## config.mk

```make
export PLATFORM = sky130hd
export DESIGN_NAME = dmem_mmio
export DESIGN_NICKNAME = d
export VERILOG_FILES = /design/src/rtl/dmem_mmio.sv
export SDC_FILE = /design/constraint.sdc
export NUM_CORES = 2
export LEC_CHECK = 0
export ABC_AREA = 0
export CORE_MARGIN = 10
export CORE_UTILIZATION = 40
export CTS_CLUSTER_DIAMETER = 80
export DETAILED_ROUTE_END_ITERATION = 8
export GPL_ROUTABILITY_DRIVEN = 0
export PLACE_DENSITY = 0.6
export SLEW_MARGIN = 40
export SYNTH_ARGS = -nofsm -noshare
export SYNTH_HDL_FRONTEND = slang
export SYNTH_SLANG_ARGS = --single-unit
```

## constraint.sdc

```tcl
create_clock -name clk -period 11 [get_ports clk]
set_input_delay 2.2 -clock clk [delete_from_list [all_inputs] [get_ports clk]]
set_output_delay 2.2 -clock clk [all_outputs]
set_load 0.03 [all_outputs]
```

## src/rtl/dmem_mmio.sv

```systemverilog
// dmem_mmio: data-side memory stage for the single-cycle RISC-V core.
// It combines a word RAM with asynchronous reads and an MMIO window at
// Addr[31:28]==4'hF. The window holds a console TX FIFO, a STATUS
// register and a CYCLE counter.
// Build option: define DMEM_CYCLE_CNT_EN to build the CYCLE counter.
// When the macro is undefined, offset 0x8 reads 0 and writes to it are ignored.
module dmem_mmio #(
  parameter int MEM_WORDS  = 64,
  parameter int FIFO_DEPTH = 8
) (
  input  logic        clk,
  input  logic        reset,
  input  logic        MemWrite,
  input  logic [31:0] Addr,
  input  logic [31:0] WriteData,
  output logic [31:0] ReadData,
  output logic        tx_valid,
  output logic [7:0]  tx_data,
  input  logic        tx_ready
);

  localparam int AW = $clog2(MEM_WORDS);
  localparam int PW = $clog2(FIFO_DEPTH);
  localparam int CW = PW + 1;

  localparam logic [1:0] OFF_TXDATA = 2'd0;
  localparam logic [1:0] OFF_STATUS = 2'd1;
`ifdef DMEM_CYCLE_CNT_EN
  localparam logic [1:0] OFF_CYCLE  = 2'd2;
`endif

  // ---------------------------------------------------------------------
  // Address decode. The byte lane bits are ignored. The RAM aliases across
  // all upper address bits. The MMIO window uses only Addr[3:2].
  // ---------------------------------------------------------------------
  logic          mmio_sel;
  logic [1:0]    mmio_off;
  logic [AW-1:0] ram_idx;

  assign mmio_sel = (Addr[31:28] == 4'hF);
  assign mmio_off = Addr[3:2];
  assign ram_idx  = Addr[AW+1:2];

  // These address bits are deliberately ignored by the decode.
  // WriteData is only partly consumed when the counter is not built.
  logic unused_bits;
  assign unused_bits = ^{Addr[27:AW+2], Addr[1:0], WriteData};

  // ---------------------------------------------------------------------
  // Word RAM: synchronous write, asynchronous read, not touched by reset.
  // ---------------------------------------------------------------------
  logic [31:0] ram_q [MEM_WORDS];
  logic        ram_we;

  assign ram_we = MemWrite && !mmio_sel;

  // RAM write port
  always_ff @(posedge clk) begin
    if (ram_we) begin
      ram_q[ram_idx] <= WriteData;
    end
  end

  // ---------------------------------------------------------------------
  // TX FIFO: a circular buffer with an explicit count.
  // The count lets full and empty be told apart while the pointers are equal.
  // ---------------------------------------------------------------------
  logic [7:0]    fifo_q [FIFO_DEPTH];
  logic [PW-1:0] rd_ptr_q, rd_ptr_d;
  logic [PW-1:0] wr_ptr_q, wr_ptr_d;
  logic [CW-1:0] count_q, count_d;
  logic          ovf_q, ovf_d;

  logic fifo_full;
  logic fifo_empty;
  logic push_req;
  logic push_ok;
  logic pop;
  logic ovf_clr;

  assign fifo_full  = (count_q == CW'(FIFO_DEPTH));
  assign fifo_empty = (count_q == '0);
  assign push_req   = MemWrite && mmio_sel && (mmio_off == OFF_TXDATA);
  assign pop        = tx_valid && tx_ready;
  // When the FIFO is full, a pop on the same edge frees the slot that the push needs.
  assign push_ok    = push_req && (!fifo_full || pop);
  assign ovf_clr    = MemWrite && mmio_sel && (mmio_off == OFF_STATUS) && WriteData[2];

  assign tx_valid = !fifo_empty;
  assign tx_data  = fifo_empty ? 8'h00 : fifo_q[rd_ptr_q];

  // Next-state for pointers, occupancy and the sticky overflow flag
  always_comb begin
    rd_ptr_d = rd_ptr_q;
    wr_ptr_d = wr_ptr_q;
    count_d  = count_q;
    ovf_d    = ovf_q;

    if (push_ok) begin
      wr_ptr_d = wr_ptr_q + PW'(1);
    end
    if (pop) begin
      rd_ptr_d = rd_ptr_q + PW'(1);
    end

    case ({push_ok, pop})
      2'b10:   count_d = count_q + CW'(1);
      2'b01:   count_d = count_q - CW'(1);
      default: count_d = count_q;
    endcase

    // A set and a clear cannot occur together, because each is a separate store.
    if (push_req && fifo_full && !pop) begin
      ovf_d = 1'b1;
    end else if (ovf_clr) begin
      ovf_d = 1'b0;
    end
  end

  // FIFO control registers with synchronous reset
  always_ff @(posedge clk) begin
    if (reset) begin
      rd_ptr_q <= '0;
      wr_ptr_q <= '0;
      count_q  <= '0;
      ovf_q    <= 1'b0;
    end else begin
      rd_ptr_q <= rd_ptr_d;
      wr_ptr_q <= wr_ptr_d;
      count_q  <= count_d;
      ovf_q    <= ovf_d;
    end
  end

  // FIFO storage write. A push during reset is dropped.
  always_ff @(posedge clk) begin
    if (push_ok && !reset) begin
      fifo_q[wr_ptr_q] <= WriteData[7:0];
    end
  end

  // ---------------------------------------------------------------------
  // CYCLE counter (optional)
  // ---------------------------------------------------------------------
  logic [31:0] cycle_rd;

`ifdef DMEM_CYCLE_CNT_EN
  logic [31:0] cycle_q, cycle_d;

  // The counter increments every clock. A store takes priority and loads the value exactly.
  always_comb begin
    cycle_d = cycle_q + 32'd1;
    if (MemWrite && mmio_sel && (mmio_off == OFF_CYCLE)) begin
      cycle_d = WriteData;
    end
  end

  // Counter register with synchronous reset
  always_ff @(posedge clk) begin
    if (reset) begin
      cycle_q <= '0;
    end else begin
      cycle_q <= cycle_d;
    end
  end

  assign cycle_rd = cycle_q;
`else
  assign cycle_rd = 32'h0;
`endif

  // ---------------------------------------------------------------------
  // Load path. It depends only on the address and the registered state,
  // and never on the same-cycle WriteData.
  // ---------------------------------------------------------------------
  logic [31:0] status_word;

  assign status_word = {16'h0000, 8'(count_q), 5'b00000, ovf_q, fifo_empty, fifo_full};

  // Read multiplexer
  always_comb begin
    ReadData = 32'h0;
    if (mmio_sel) begin
      case (mmio_off)
        OFF_STATUS: ReadData = status_word;
        2'd2:       ReadData = cycle_rd;
        default:    ReadData = 32'h0;
      endcase
    end else begin
      ReadData = ram_q[ram_idx];
    end
  end

endmodule

```

==> reports/qor.txt <==
slowest stage cell, crit path: clkdlybuf4s50_1
Design Area, Final: 93200 µm²
remaining routing DRC violations: 0
fin crit share: 77.8%
max-slew violations: 0
Max Cap Violations: 0
Worst Path Class, Setup: in -> out
Clk Latency, worst-skew pair: 0.85 ns
power per cell area: 183 nW/µm²
vias in the first global route: 39193
largest net degree at the start of global routing: 121
NumNets Final: 3908
Reg-to-Reg Start: count_q[1]
crit-path cells: buf_2 -> nor2b_1 -> buf_4 -> and2_1 -> a221oi_1 -> a21oi_1 -> nor3_1 -> o21ai_1 -> clkdlybuf4s50_1
Slew HR: 28.9%
Critical Path End Type: output pin
Worst Path Arrival: 6.35 ns
Global Route Usage Sum: 18.9%
Yosys top cell by area: edfxtp_1
Post-CTS Setup Bufs: 0
count leader, synth: edfxtp_1
First-pass DRT Iterations: 5
post-synthesis register bit count: 2126
Distinct cells, synth: 53
post_cts resized: 0
Mapped Cells: 3600
share of layout cells above drive strength 1: 27.2%
Crit path required time: 8.80 ns
die area: 223000 µm²
initial antenna violation count: 11
fill cell count: 16731
die width: 472 µm
ys flop type: edfxtp_1
total CTS buffers: 214
Starting Density: 40.3%
GR Overflow Total: 0
status: completed
Synth top area share: 77.5%
mean post-synth cell area: 22.7 µm²
Period minus WS final: 8.55 ns
top cells by area, synth: edfxtp_1, mux4_2, mux2i_1
maximum vdd ir drop: 0.000125 V
DRT iter0 DRCs: 4811
global-route wire length before repair: 302000 µm
Final Hold Fails: 0
Total Neg Setup Slack: 0 ns
Cell Int Power: 13200 µW
Post-Syn Area: 81800 µm²
fraction of registers with async set/reset: 0%
row count: 165
YS warnings: 0
I/O Pins: 109
core area: 203000 µm²
CTS Buffer Depth: 3
IO Port Bufs: 86
DR vias: 39102
Net Switching: 3800 µW
reg-to-reg endpoint: count_q[2]
Bufs and invs on worst path: 3
Die Ht: 472 µm
CP Launch Type: input port
RSZ-0062 raised after global routing: false
CTS Root Cell: clkbuf_16
via/cell ratio: 5.84
wire per inst: 32.1 µm
Placed Area: 86400 µm²
worst hold-check path type: reg -> reg
clk_skew: 0.00803 ns
Clock Sinks: 2126
# hold bufs at CTS: 0
Worst Hold Path Cells: 2
worst setup path start: Addr[6]
Detailed Place HPWL: 120000 µm
HP Start: rd_ptr_q[1]
Clk pwr share: 40.8%
final wirelength: 214000 µm
slowest stage delay, CP: 0.84 ns
remaining antenna violation count: 0
Sw Share: 22.3%
reg2reg path depth: 11
Comb pwr share: 6.2%
sequential power share: 52.9%
# setup viols final: 0
P&R area growth vs syn: 13.9%
htree depth: 4
Worst Hold Path EP: rd_ptr_q[1]
clk slew on worst S/H paths: 0.06 ns
P_leak: 0.0289 µW
worst hold margin: 0.491 ns
sequential fraction of the synthesis area: 77.9%
Max Clock Freq: 117 MHz
Slew @ Worst Pin: 1.07 ns
number of flops mapped to enable cells by yosys: 2112
Post-Syn Nets: 3671
Worst R2R Setup Slack: 8.26 ns
CP max FO: 13
CTS tree: yes
Post-synth top cells: edfxtp_1, mux4_2, mux2i_1
Crit path max-delay family: buffers and inverters
tightest hold or removal path, stage by stage, from the launching register on:
cell and delay (ns):
dfxtp_1 0.31, nand2_1 0.05, a21oi_1 0.07
sequential cells by signal (all words and copies together), names as in the netlist, named ones only:
register and count:
ram_q 2048, fifo_q 64, count_q 4, rd_ptr_q 3, wr_ptr_q 3, ovf_q 1
cells in the final DEF, fill, tap and decap left out, drive strengths merged, types with 5 or more instances in the layout:
cell           count
a2111oi            7
a211oi            12
a21oi             40
a221oi            10
a22oi             33
a31oi              9
and2               7
buf              171
bufinv            11
clkbuf           258
clkdlybuf4s50     48
clkinv           114
dfxtp             14
edfxtp          2112
inv               11
mux2               7
mux2i            201
mux4             525
nand2             39
nand2b            12
nand3             28
nand3b             5
nor2             153
nor2b             17
nor3              23
nor4               9
o211ai             8
o21ai             30
o22ai             57
xor2               5
cell families after synthesis:
logic type      synth area share, %
flops                          77.9
mux                            17.0
simple gates                   1.69
compound gates                 1.79
buf+inv                        1.50
xor+xnor                     0.0750
fa+ha+maj                    0.0459
area by class of cell:
| cell class | instances | area, µm² | share of cell area [%] |
|---|---|---|---|
| diodes | 3 | 7.51 | 0.00806 |
| clock buffers | 258 | 5540 | 5.95 |
| repair buffers | 219 | 1990 | 2.14 |
| inverters | 4 | 15.0 | 0.0161 |
| flip-flops and latches | 2126 | 63700 | 68.4 |
| clock inverters | 136 | 1150 | 1.23 |
| well taps | 2672 | 3340 | 3.59 |
| multi-input cells | 1272 | 17400 | 18.7 |
layer usage:
metal | up-vias | GRT usage [%] | routed length [µm]
met5 | - | 0 | 71
met4 | 10 | 5.99 | 6390
met3 | 335 | 4.01 | 17400
met2 | 1726 | 29.3 | 101000
met1 | 21238 | 26.8 | 89700
li1 | 15793 | - | -
power groups by stage:
stage | clock (µW) | sequential, µW | combinational (µW)
6_report | 6950 | 9000 | 1060
5_1_grt | 7390 | 9010 | 1120
4_1_cts | 7070 | 9010 | 1070
3_5_place_dp | 0 | 9180 | 1070
3_3_place_gp | 0 | 9170 | 1050
2_1_floorplan | 0 | 9150 | 614
stage by stage:
step / instances / setup slack (ns) / power (µW) / utilization (%)
6_report: 6690 / 2.45 / 17000 / 46.0
5_1_grt: 6688 / 2.32 / 17500 / 46.0
4_1_cts: 6683 / 2.44 / 17100 / 45.9
3_5_place_dp: 6289 / 2.44 / 10200 / 42.6
3_3_place_gp: 6284 / 2.42 / 10200 / 42.5
2_1_floorplan: 3600 / 4.59 / 9770 / -
worst max-delay path by stage:
stage | to | slack [ns] | depth (start not counted)
floorplan | ReadData[2] | 4.59 | 12
global route | ReadData[30] | 2.32 | 9
finish | ReadData[30] | 2.45 | 9
detailed placement | ReadData[30] | 2.44 | 9
CTS | ReadData[30] | 2.44 | 9
global placement | ReadData[1] | 2.42 | 9
Power figures use the tool's default switching activity.
